<file path="config.mk">
export PLATFORM = sky130hd
export DESIGN_NAME = text_console_writer
export DESIGN_NICKNAME = d
export VERILOG_FILES = /design/src/rtl/text_console_pkg.sv /design/src/rtl/text_console_writer.sv
export SDC_FILE = /design/constraint.sdc
export NUM_CORES = 1
export LEC_CHECK = 0
export ABC_AREA = 1
export CAP_MARGIN = 20
export CORE_MARGIN = 2
export CORE_UTILIZATION = 44
export CTS_BUF_LIST = sky130_fd_sc_hd__clkbuf_16
export DETAILED_ROUTE_END_ITERATION = 7
export PLACE_DENSITY = 0.7
export SLEW_MARGIN = 20
export SYNTH_ARGS = -nofsm -noshare
export SYNTH_HDL_FRONTEND = slang
export SYNTH_SLANG_ARGS = --single-unit
</file>
<file path="constraint.sdc">
create_clock -name CLK -period 3.96 [get_ports CLK]
set_input_delay 0.594 -clock CLK [delete_from_list [all_inputs] [get_ports CLK]]
set_output_delay 0.594 -clock CLK [all_outputs]
set_load 0.1 [all_outputs]
</file>
<file path="src/rtl/text_console_pkg.sv">
// rtl/text_console_pkg.sv - shared constants for the text console writer
package text_console_pkg;

  localparam int DEF_COLS = 80;
  localparam int DEF_ROWS = 30;

  typedef logic [1:0] state_t;
  localparam state_t ST_CLEAR = 2'd0;
  localparam state_t ST_IDLE  = 2'd1;
  localparam state_t ST_WRITE = 2'd2;

  localparam logic [7:0] CC_BS    = 8'h08;
  localparam logic [7:0] CC_LF    = 8'h0A;
  localparam logic [7:0] CC_FF    = 8'h0C;
  localparam logic [7:0] CC_CR    = 8'h0D;
  localparam logic [7:0] CC_SPACE = 8'h20;

endpackage

</file>
<file path="src/rtl/text_console_writer.sv">
// rtl/text_console_writer.sv - byte stream to character/attribute RAM writer
// Interprets CR/LF/BS/FF, wraps the cursor without scrolling, clears the screen on reset and FF.
module text_console_writer
  import text_console_pkg::*;
#(
  parameter int         COLS         = DEF_COLS,
  parameter int         ROWS         = DEF_ROWS,
  parameter logic [7:0] DEFAULT_ATTR = 8'h0F
) (
  input  logic        CLK,
  input  logic        RESET_N,
  input  logic        CHAR_VALID,
  input  logic [7:0]  CHAR_DATA,
  output logic        CHAR_READY,
  input  logic        ATTR_WE,
  input  logic [7:0]  ATTR_DATA,
  output logic [12:0] RAM_ADDRESS,
  output logic [7:0]  RAM_CHAR_WDATA,
  output logic [7:0]  RAM_ATTR_WDATA,
  output logic        RAM_WE,
  output logic [6:0]  CURSOR_COL,
  output logic [5:0]  CURSOR_ROW,
  output logic        BUSY
);

  localparam logic [6:0] LAST_COL = 7'(COLS - 1);
  localparam logic [5:0] LAST_ROW = 6'(ROWS - 1);

  state_t      state_q, state_d;
  logic [6:0]  col_q, col_d, clr_col_q, clr_col_d;
  logic [5:0]  row_q, row_d, clr_row_q, clr_row_d;
  logic [7:0]  attr_q, attr_d, clr_attr_q, clr_attr_d;
  logic        clr_last_q, clr_last_d;
  logic [12:0] addr_q, addr_d;
  logic [7:0]  wchar_q, wchar_d, wattr_q, wattr_d;
  logic        we_q, we_d, ready_q, ready_d, busy_q, busy_d;
  logic        accept, clr_issue;
  logic [7:0]  clr_wattr;

  assign accept = CHAR_VALID && (state_q == ST_IDLE);

  always_comb begin
    state_d    = state_q;
    col_d      = col_q;
    row_d      = row_q;
    clr_col_d  = clr_col_q;
    clr_row_d  = clr_row_q;
    clr_attr_d = clr_attr_q;
    clr_last_d = clr_last_q;
    attr_d     = ATTR_WE ? ATTR_DATA : attr_q;
    addr_d     = addr_q;
    wchar_d    = wchar_q;
    wattr_d    = wattr_q;
    we_d       = 1'b0;
    clr_issue  = 1'b0;
    clr_wattr  = clr_attr_q;

    case (state_q)
      ST_CLEAR: begin
        if (clr_last_q) begin
          state_d    = ST_IDLE;
          clr_last_d = 1'b0;
          clr_col_d  = '0;
          clr_row_d  = '0;
          col_d      = '0;
          row_d      = '0;
        end else begin
          clr_issue = 1'b1;
        end
      end
      ST_IDLE: begin
        if (accept) begin
          if (CHAR_DATA >= CC_SPACE) begin
            state_d = ST_WRITE;
            we_d    = 1'b1;
            addr_d  = {row_q, col_q};
            wchar_d = CHAR_DATA;
            wattr_d = attr_q;
          end else if (CHAR_DATA == CC_CR) begin
            col_d = '0;
          end else if (CHAR_DATA == CC_LF) begin
            row_d = (row_q == LAST_ROW) ? '0 : row_q + 6'd1;
          end else if (CHAR_DATA == CC_BS) begin
            if (col_q != '0) begin
              col_d = col_q - 7'd1;
            end else if (row_q != '0) begin
              col_d = LAST_COL;
              row_d = row_q - 6'd1;
            end
          end else if (CHAR_DATA == CC_FF) begin
            // First cell is issued on the accepting edge so the clear spans COLS*ROWS busy cycles.
            state_d    = ST_CLEAR;
            clr_attr_d = attr_q;
            clr_issue  = 1'b1;
            clr_wattr  = attr_q;
          end
        end
      end
      ST_WRITE: begin
        state_d = ST_IDLE;
        if (col_q == LAST_COL) begin
          col_d = '0;
          row_d = (row_q == LAST_ROW) ? '0 : row_q + 6'd1;
        end else begin
          col_d = col_q + 7'd1;
        end
      end
      default: state_d = ST_CLEAR;
    endcase

    if (clr_issue) begin
      we_d    = 1'b1;
      addr_d  = {clr_row_q, clr_col_q};
      wchar_d = CC_SPACE;
      wattr_d = clr_wattr;
      if (clr_col_q == LAST_COL) begin
        clr_col_d = '0;
        if (clr_row_q == LAST_ROW) clr_last_d = 1'b1;
        else                       clr_row_d  = clr_row_q + 6'd1;
      end else begin
        clr_col_d = clr_col_q + 7'd1;
      end
    end

    ready_d = (state_d == ST_IDLE);
    busy_d  = (state_d == ST_CLEAR);
  end

  always_ff @(posedge CLK or negedge RESET_N) begin
    if (!RESET_N) begin
      state_q    <= ST_CLEAR;
      col_q      <= '0;
      row_q      <= '0;
      clr_col_q  <= '0;
      clr_row_q  <= '0;
      clr_attr_q <= DEFAULT_ATTR;
      clr_last_q <= 1'b0;
      attr_q     <= DEFAULT_ATTR;
      addr_q     <= '0;
      wchar_q    <= '0;
      wattr_q    <= '0;
      we_q       <= 1'b0;
      ready_q    <= 1'b0;
      busy_q     <= 1'b1;
    end else begin
      state_q    <= state_d;
      col_q      <= col_d;
      row_q      <= row_d;
      clr_col_q  <= clr_col_d;
      clr_row_q  <= clr_row_d;
      clr_attr_q <= clr_attr_d;
      clr_last_q <= clr_last_d;
      attr_q     <= attr_d;
      addr_q     <= addr_d;
      wchar_q    <= wchar_d;
      wattr_q    <= wattr_d;
      we_q       <= we_d;
      ready_q    <= ready_d;
      busy_q     <= busy_d;
    end
  end

  assign CHAR_READY     = ready_q;
  assign BUSY           = busy_q;
  assign RAM_WE         = we_q;
  assign RAM_ADDRESS    = addr_q;
  assign RAM_CHAR_WDATA = wchar_q;
  assign RAM_ATTR_WDATA = wattr_q;
  assign CURSOR_COL     = col_q;
  assign CURSOR_ROW     = row_q;

endmodule
</file>
Word-level counts from Yosys, hierarchy flattened

Cells that the tools add are included.

Add/subtract/negate cells: 6
Order comparisons: 1
Eq/ne operators: 22
Muxes and demuxes: 72
Reductions and logical operators: 15

Operators by type and width:

| kind                                                | count |
|---|---|
| 2-to-1 mux 8 bit                                    | 15 |
| 2-to-1 mux 6 bit                                    | 15 |
| 2-to-1 mux 7 bit                                    | 12 |
| 2-to-1 mux 13 bit                                   | 4 |
| equality test 8 x 4 -> 1 bit, second input constant | 4 |
| case mux 7 bit (3 select lines)                     | 1 |
| case mux 6 bit (3 select lines)                     | 1 |
| 2-to-1 mux 1 bit                                    | 15 |
| adder 7 x 1 -> 7 bit, second input constant         | 2 |
| equality test 7 bit, second input constant          | 2 |
| 2-to-1 mux 2 bit                                    | 7 |
| adder 6 x 1 -> 6 bit, second input constant         | 2 |
| equality test 6 x 5 -> 1 bit, second input constant | 2 |
| != test 2 bit, second input constant                | 5 |
| nonzero test 2 bit                                  | 5 |
| != test 3 x 1 -> 1 bit, second input constant       | 3 |
| AND reduction 9 bit                                 | 1 |
| >= comparator 8 x 6 -> 1 bit, second input constant | 1 |
| AND reduction 7 bit                                 | 1 |
| nonzero test 7 bit                                  | 1 |
| subtractor 7 x 1 -> 7 bit, second input constant    | 1 |
| != test 3 bit, second input constant                | 2 |
| case mux 2 bit (3 select lines)                     | 1 |
| nonzero test 6 bit                                  | 1 |
| 10 further kinds                                    | 12 |

Flip-flop bits (word level): 77
Input port bits: 20
Output and inout port bits: 45
Word-level logic and storage cells: 130

Depth between registers and ports, before layout

Gate-level depths: netlist (run 1).

Depth after elaboration: 10
Mapped depth: 12
Depth with buffers taken out: 12

Worst setup path after synthesis (run 1)

No wires, ideal clock.

Kind: reg-to-reg
Start: register col_q[0] (netlist: CURSOR_COL[0])
End: register row_q[0] (netlist: CURSOR_ROW[0])
Setup time: 121 ps
Arrival: 2093 ps
Required time: 3839 ps
Slack: 1747 ps
Cell stages (with the launch flop): 9
Buffers on the path: 0
Clock period less this slack: 2213 ps
Cell sequence: dfrtp_1 -> ha_1 -> nand3_4 -> o21ai_4 -> nand3_2 -> nor2_8 -> inv_4 -> nand2_1 -> nand2_1

Longest elaborated chain between the ends: 3
Elaborated cells on any way between the ends: 5
Those cells by class: eq/ne (3); reduce/logical (2)

RTL lines:

| item                                                            | RTL line                                              | source |
|---|---|---|
| start: declaration                                              | text_console_writer.sv:30                             | `logic [6:0] col_q, col_d, clr_col_q, clr_col_d;` |
| start signal: assignment                                        | text_console_writer.sv:147                            | `col_q <= col_d;` |
| equality test 7 bit or nonzero test 7 bit (tied branches)       | text_console_writer.sv:101, text_console_writer.sv:84 |  |
| != test 2 bit (no source line) or != test 3 bit (tied branches) | -                                                     |  |
| AND reduction 9 bit (no source line) *                          | -                                                     |  |
| end signal: assignment                                          | text_console_writer.sv:148                            | `row_q <= row_d;` |
| end: declaration                                                | text_console_writer.sv:31                             | `logic [5:0] row_q, row_d, clr_row_q, clr_row_d;` |

Every way passes the cells marked *; elsewhere a longest branch is shown, timed or not.
A chain may end at the register's enable or synchronous reset.

Worst setup path in the final report (run 1)

Start: register col_q[2] (netlist: CURSOR_COL[2])
End: output port CURSOR_COL[2]

RTL lines:

| item             | RTL line                  | source |
|---|---|---|
| end: declaration | text_console_writer.sv:21 | `output logic [6:0] CURSOR_COL,` |

No word-level cell between the ends.

==> summary.md, run 1 <==
The flow ran to the end, and the final reports show no timing, DRC or antenna violations. The later pin in the worst-skew pair is clocked with a latency of 0.33 ns. The signal on the critical path passes through clkdlybuf4s50_1. Global routing finished with a remaining overflow of 0.

For this design, the sink count on the clock tree is 77. The run gives 16.3% as the fraction of power consumed by the clock network. Between clock sinks in the finished design, the worst skew comes to 0.00395 ns. The average footprint of a synthesized cell was 8.26 um^2; the DRC violation total after the first TritonRoute iteration was 210. On the worst path, the slowest cell contributes a delay of 1.24 ns. The worst-path cell with the longest stage delay is sky130_fd_sc_hd__clkdlybuf4s50_1.

The first global-routing pass estimated 18500 um of wire. The H-tree was split into 3 levels. The HPWL after detailed placement is 8010 um, and the die area is 0.0113 mm^2. The post-route setup TNS is 0 ns. The origin of the worst setup path was CURSOR_COL[2]. During I/O placement, the number of pins put on the boundary was 65. The mapped netlist covers 0.00462 mm^2. The die extent in x is 106 um. The hold violation count in the final report came out at 0. The post-CTS resize count came out at 0. Setup repair after global routing left no endpoint under its margin. The logs give 2 for the worst-case clock buffer depth and 0 for the remaining routing DRC violations. In this design, the largest share of critical-path delay is due to buffers and inverters. Across the VDD grid, the largest voltage drop is 506 uV. The area added between synthesis and finish works out to 20.8%.

The detail route stage leaves a number of antenna-violating nets equal to 0. In this run the worst hold path is classified as input pin to asynchronous set/reset pin. Registers are responsible for 25.3% of the overall power. At the worst endpoint, the arrival time is 2.26 ns. The core utilization of the finished layout is 54.3%. Along the worst path, the maximum fanout reaches 10.

Counting every instance in the synthesized netlist gives 559. For this block, the via count after detailed routing is 3995. Across the run, the number of max-cap violations was 0.

The share of layout cells above drive strength 1 works out to 13.7%. Combinational logic is responsible for 58.5% of the overall power. Synthesis warning total: 0.

For this run, the post-layout net count is 648. For the pin with the worst max-slew slack, the measured transition is 0.992 ns. The run gives 20.6% as the total global routing track utilization. TritonCTS built the clock tree. Post-CTS timing repair inserted 0 buffers for setup. The number of nets in the synthesized netlist is 593.

The final layout contains routed wiring with a total length of 11300 um. After synthesis, the netlist uses 40 different library cells. The first TritonRoute pass finished after 5 iterations.

Timing analysis after detailed placement gives a worst setup slack of 1.20 ns. The worst setup path is of the register to output pin kind. The tools report the number of global-route vias before repair as 3774.

The worst path in the final design needs a cycle of 2.86 ns, including I/O delays and setup. The tools report the CTS root buffer as sky130_fd_sc_hd__clkbuf_16. Derived from the worst setup path, the maximum achievable clock frequency is 350 MHz.

Dividing total power by cell area gives a power density of 898 mW/mm^2. The share of async-settable or async-resettable flops after synthesis came out at 100%. In this run, CTS created clock tree buffers numbering 9. Setup violations remaining at the end of the flow were counted as 0.

After synthesis, the most frequently instantiated cells are 136 x sky130_fd_sc_hd__nand2_1, 80 x sky130_fd_sc_hd__nand3_1, 68 x sky130_fd_sc_hd__dfrtp_1. In this run the tool buffered the top-level ports with 64 buffer cells. The register bit count reported by yosys works out to 77.

In this run switching power makes up 55.1% of total power. For this configuration, the core starts out at a cell density of 44.9%. Critical path buffer and inverter count: 1.

The number of antenna diodes in the final layout is 0. Summing internal, switching and leakage power gives 5010 uW. The synthesized design spends more area on one cell type than any other, namely sky130_fd_sc_hd__dfrtp_1. Internal power comes to 2250 uW.

The height of the die was 106 um. The switching power total is 2760 uW, and the worst setup slack after layout is 1.10 ns. The number of rows created at floorplan was 37; the max-slew violation total from the final report was 0. Excluding fillers, the count of instances in the completed layout stands at 755.

The worst register-to-register path begins at state_q[1]. In this run, post-CTS hold repair placed 0 buffers. The analysis attributes to cell leakage a power of 0.00250 uW. The capturing element type of the critical path is an output pin. The floorplan step defined a core boundary enclosing 0.0103 mm^2. The share of synthesized area in the top cell type comes to 36.8%. The run gives 0 as the number of antenna violations at the first check in global routing. The part of the cycle the worst path needs came out at 72.1%. Clock-pin slew was measured on the worst setup and hold paths at 0.06 ns. Including well taps, the total number of placed cells is 739. The remaining max-slew budget at the tightest pin was 33.7%. Entering global routing, the biggest net connects 78 pins.

Dividing the detail-routed wire length by the instance count gives 14.9 um. The synthesized design contains 0 enable-type register cells. For this run, the leading register cell type out of synthesis is sky130_fd_sc_hd__dfrtp_1.

The worst setup path is launched from a register. Ranked by total cell area, the synthesized netlist is headed by sky130_fd_sc_hd__dfrtp_1 37%, sky130_fd_sc_hd__nand2_1 11%, sky130_fd_sc_hd__nand3_1 8.7%, sky130_fd_sc_hd__dfstp_2 5.1%, sky130_fd_sc_hd__inv_1 4.1%. Yosys instantiated no cell more often than sky130_fd_sc_hd__nand2_1. The via-per-instance ratio was 5.29; the share of synthesized area occupied by flip-flops and latches was 42.0%.

At the end of routability-driven placement, the weighted congestion stood at 0.888. For the worst setup path, the data required time is 3.37 ns.
per-layer routing:
layer | vias up | part of all wire (%) | track usage (%)
met4 | 0 | 0.96 | 4.45
met5 | - | 0 | 0
met2 | 138 | 48 | 34.2
met1 | 1890 | 45 | 27.6
met3 | 12 | 6.6 | 4.97
li1 | 1955 | - | -
flip-flops by register name (all words and copies together), names as in the netlist, 2 cells and up:
| signal | count |
|---|---|
| clr_row_q | 6 |
| clr_attr_q | 8 |
| CURSOR_ROW | 6 |
| RAM_ADDRESS | 13 |
| attr_q | 8 |
| clr_col_q | 7 |
| state_q | 2 |
| RAM_CHAR_WDATA | 8 |
| RAM_ATTR_WDATA | 8 |
| CURSOR_COL | 7 |
logic make-up after synthesis:
family,synth area share (%)
AND/OR/NAND/NOR,30.7
buffers and inverters,8.34
AO/OA/AOI/OAI,11.0
flip-flops,42.0
adder cells (fa/ha/maj),3.79
XOR/XNOR,2.28
multiplexers,1.92
cell type report:
type,count,area [um^2]
clock inverters,7,67.6
repair buffers,65,646
flip-flops and latches,77,1940
inverters,62,238
multi-input cells,399,2290
well taps,136,170
clock buffers,9,225
fillers,974,4700
stage by stage:
| stage | instance area [um^2] | hold slack (ns) |
|---|---|---|
| 6_report | 5580 | 0.404 |
| 5_1_grt | 5580 | 0.498 |
| 4_1_cts | 5580 | 0.466 |
| 3_5_place_dp | 5290 | 0.473 |
| 3_3_place_gp | 5290 | 0.472 |
| 2_1_floorplan | 4620 | 0.298 |
power groups by stage:
| stage | Sequential, uW | Combinational (uW) | Clock (uW) |
|---|---|---|---|
| final | 1270 | 2930 | 815 |
| after global routing | 1290 | 3150 | 858 |
| after CTS | 1270 | 2930 | 825 |
| after detailed placement | 1270 | 2920 | 0 |
| after global placement | 1270 | 2880 | 0 |
| after floorplan | 2210 | 1380 | 0 |
path summary, 6_finish.rpt:
kind | slack (ns) | cells after the start | to
max | 1.10 | 1 | CURSOR_COL[2]
min in group CLK | 0.49 | 2 | RAM_ADDRESS[0]
min reg2reg | 0.49 | 2 | RAM_ADDRESS[0]
max in group asynchronous | 2.92 | 1 | attr_q[6]
max reg2reg | 1.38 | 12 | BUSY
min | 0.40 | 1 | CURSOR_COL[1]
placed cells by master (no fill, tap or decap), drive strengths merged, types with 9 or more instances in the layout:
cell | Yosys | layout
nand2 | 154 | 154
nand3 | 84 | 84
dfrtp | 68 | 68
clkdlybuf4s50 | 0 | 63
inv | 62 | 63
nor2 | 38 | 38
o21ai | 30 | 30
o211ai | 18 | 18
ha | 14 | 14
a21oi | 14 | 14
dfstp | 9 | 9
clkbuf | 2 | 9
Power figures use the tool's default switching activity.
==> run 2, diff against run 1 <==
--- a/config.mk
+++ b/config.mk
@@ -11,7 +11,7 @@
 export CORE_UTILIZATION = 44
 export CTS_BUF_LIST = sky130_fd_sc_hd__clkbuf_16
 export DETAILED_ROUTE_END_ITERATION = 7
-export PLACE_DENSITY = 0.7
+export PLACE_DENSITY = 0.72
 export SLEW_MARGIN = 20
 export SYNTH_ARGS = -nofsm -noshare
 export SYNTH_HDL_FRONTEND = slang
==> constraint.sdc (replaced) <==
create_clock -name CLK -period 2.5 [get_ports CLK]
set_input_delay 0.375 -clock CLK [delete_from_list [all_inputs] [get_ports CLK]]
set_output_delay 0.375 -clock CLK [all_outputs]
set_load 0.1 [all_outputs]
==> run 2 against run 1 <==
Net effect:
- register-to-register slack got worse by 0.91 ns
- clock skew rose by 0.0028 ns
- largest cell class unchanged
- first-iteration DRC count rose by 29%
- sequential power rose by 56%
- wire length rose by 0.99%
- design area fell by 0.70%
- clock power rose by 74%
- worst setup slack got worse by 0.63 ns
==> summary.md, run 2 (synthesis gave the netlist of run 1 again) <==
The number of buffers added to fix hold violations after cts was 0 (unchanged). Critical path startpoint category: a register (unchanged). The run gives 65 (unchanged) as the number of top-level design ports. The critical path start-end classification is register to register (was register to output pin). The tools report the overflow left after global routing as 0 (unchanged). The run gives 2.75 ns (was 3.37 ns) as the endpoint required time on the critical path. For the share of power burned in registers, the log shows 24.6% (was 25.3%). The logs give 0 (unchanged) for the number of antenna violations at the first check in global routing and 0.00676 ns (was 0.00395 ns) for the worst clock skew. Number of rows created at floorplan: 37 (unchanged).

The routed length per placed instance is 15.0 um (was 14.9 um), and the remaining routing DRC violations is 0 (unchanged). The DRC violation total after the first TritonRoute iteration is 271 (was 210), and the area added between synthesis and finish is 20.0% (was 20.8%). For the TritonCTS sink count, the log shows 77 (unchanged). The tools report the CTS root buffer as sky130_fd_sc_hd__clkbuf_16 (unchanged). The global-route wire length before repair is 19200 um (was 18500 um).

The post-route minimum period was 2.03 ns. The worst-case register-to-register setup slack is 0.47 ns (was 1.38 ns), and the data arrival time of the worst path is 2.27 ns (was 2.26 ns). Insertion delay of the later-clocked pin in the worst-skew pair: 0.34 ns (was 0.33 ns). Number of cells on the worst reg-to-reg path: 9 (was 12).

The endpoint of the lowest-slack register-to-register path was RAM_CHAR_WDATA[5] (was BUSY). The flow ran to the end, and the final reports show no timing, DRC or antenna violations. The run gives 4 (was 5) as the first-pass iteration count of the detailed router. The post-CTS resize count is 0 (unchanged). The post-route setup TNS is 0 ns (unchanged), and the fraction of power consumed by the clock network is 17.6% (was 16.3%).

For this run, the top clock speed supported by timing is 493 MHz. Number of buffers added for setup after CTS: 0 (unchanged). The die area was 0.0113 mm^2 (unchanged); the total via count in the routed design was 4015 (was 3995).

Leakage power of the design: 0.00261 uW (was 0.00250 uW). The share of layout cells above drive strength 1 is 21.9% (was 13.7%), and the switching power total is 4440 uW (was 2760 uW). The pin count of the biggest net entering global routing came out at 78 (unchanged). Type of the worst min-delay path: input pin to asynchronous set/reset pin (unchanged). TritonCTS built the clock tree. For the number of max-cap violations, the log shows 0 (unchanged).

The total global routing track utilization is 21.2% (was 20.6%). The logs give 3630 uW (was 2250 uW) for the cell internal power dissipation and 9 (unchanged) for the number of buffers created by CTS. The highest net fanout along the worst path came out at 26 (was 10). The worst-case clock buffer depth is 2 (unchanged), and the flip-flop count of the largest register after layout is 13 (unchanged). The height of the die was 106 um (unchanged).

The remaining max-slew budget at the tightest pin is 34.0% (was 33.7%), and the die extent in x is 106 um (unchanged). Placer's final routability congestion estimate: 0.892 (was 0.888). The tools report the capturing element type of the critical path as a register (was an output pin).

The hold violation count in the final report was 0 (unchanged); the count of input and output buffers was 64 (unchanged). The via-per-instance ratio was 5.28 (was 5.29). The maximum VDD drop was 917 uV (was 506 uV). The switching part of the total power came out at 55.1% (about the same). The number of diodes was 0 (unchanged).

The slew at the pin closest to its max-slew limit came out at 0.990 ns (was 0.992 ns). Setup repair after global routing left no endpoint under its margin. The depth of the CTS H-tree came out at 3 (unchanged). The number of global-route vias before repair came out at 3938 (was 3774).

The part of the total power dissipated in combinational logic is 57.8% (was 58.5%), and the final wirelength is 11400 um (was 11300 um). The most common cell after layout, fill and taps aside is sky130_fd_sc_hd__nand2_1 (unchanged). The initial standard-cell utilization of the core came out at 44.9% (unchanged). Most frequent cells in the layout: 136 x sky130_fd_sc_hd__nand2_1, 80 x sky130_fd_sc_hd__nand3_1, 68 x sky130_fd_sc_hd__dfrtp_1, 53 x sky130_fd_sc_hd__buf_4, 51 x sky130_fd_sc_hd__inv_1 (was 136 x sky130_fd_sc_hd__nand2_1, 80 x sky130_fd_sc_hd__nand3_1, 68 x sky130_fd_sc_hd__dfrtp_1, 63 x sky130_fd_sc_hd__clkdlybuf4s50_1, 52 x sky130_fd_sc_hd__inv_1).

The max-slew violation total from the final report came out at 0 (unchanged). The placeable core region was 0.0103 mm^2 (unchanged). HPWL after detailed placement: 8170 um (was 8010 um). The count of antenna-violating nets left after detailed routing was 0 (unchanged). The total power per unit cell area was 1460 mW/mm^2 (was 898 mW/mm^2). The part of the cycle the worst path needs is 81.1%. The tools report the launch point of the worst reg-to-reg path as state_q[1] (unchanged). The number of nets in the layout came out at 654 (was 648). The clock-pin slew on the worst setup and hold paths was 0.06 ns (about the same). Final-layout worst hold slack: 0.167 ns (was 0.404 ns).

The run gives 0 (unchanged) as the setup-violating endpoint count in the final report.
## run 2: worst max path at each step
| stage | startpoint | end | slack [ns] |
|---|---|---|---|
| after floorplan | CURSOR_COL[0] | CURSOR_ROW[0] | 0.29 |
| after global placement | CHAR_DATA[4] | RAM_ADDRESS[12] | 0.34 |
| after detailed placement | CHAR_DATA[4] | RAM_ADDRESS[6] | 0.23 |
| after CTS | state_q[1] | RAM_CHAR_WDATA[5] | 0.48 |
| after global routing | state_q[0] | RAM_ADDRESS[4] | 0.33 |
| final | state_q[1] | RAM_CHAR_WDATA[5] | 0.47 |
## run 2: stage by stage
stage / setup slack [ns] / cells / total power (uW) / area [um^2] / utilization (%)
after floorplan: 0.287 / 559 / 5690 / 4620 / -
after global placement: 0.337 / 745 / 6560 / 5220 / 50.8
after detailed placement: 0.226 / 745 / 6640 / 5220 / 50.8
after CTS: 0.484 / 761 / 8080 / 5540 / 53.9
after global routing: 0.335 / 761 / 8510 / 5540 / 53.9
final: 0.471 / 761 / 8070 / 5540 / 53.9
## run 2: power groups by stage
| stage | logic, uW | registers (uW) | clock network, uW |
|---|---|---|---|
| 2_1_floorplan | 2180 | 3510 | 0 |
| 3_3_place_gp | 4570 | 1990 | 0 |
| 3_5_place_dp | 4640 | 2000 | 0 |
| 4_1_cts | 4660 | 1980 | 1430 |
| 5_1_grt | 4990 | 2030 | 1490 |
| 6_report | 4660 | 1980 | 1420 |
## run 2: layout make-up
class                   instances  area [um^2]
fillers                       960         4740
multi-input cells             399         2290
flip-flops and latches         77         1940
repair buffers                 71          578
inverters                      62          238
clock buffers                   9          225
well taps                     136          170
clock inverters                 7         96.3
## run 2: per-layer routing
metal	share of wire, %	track usage, %
met1	45	28.0
met2	49	35.3
met3	4.5	3.37
met4	1.4	7.05
met5	0	0
## run 2: critical path, cell delays in order (launching register included)
cell and delay, ns:
sky130_fd_sc_hd__dfrtp_1 0.40, sky130_fd_sc_hd__inv_1 0.09, sky130_fd_sc_hd__ha_1 0.20, sky130_fd_sc_hd__nand2_1 0.07
sky130_fd_sc_hd__inv_2 0.09, sky130_fd_sc_hd__nand4_4 0.15, sky130_fd_sc_hd__nand2_4 0.23, sky130_fd_sc_hd__nor2_8 0.46
sky130_fd_sc_hd__nand2_1 0.12, sky130_fd_sc_hd__o211ai_1 0.12
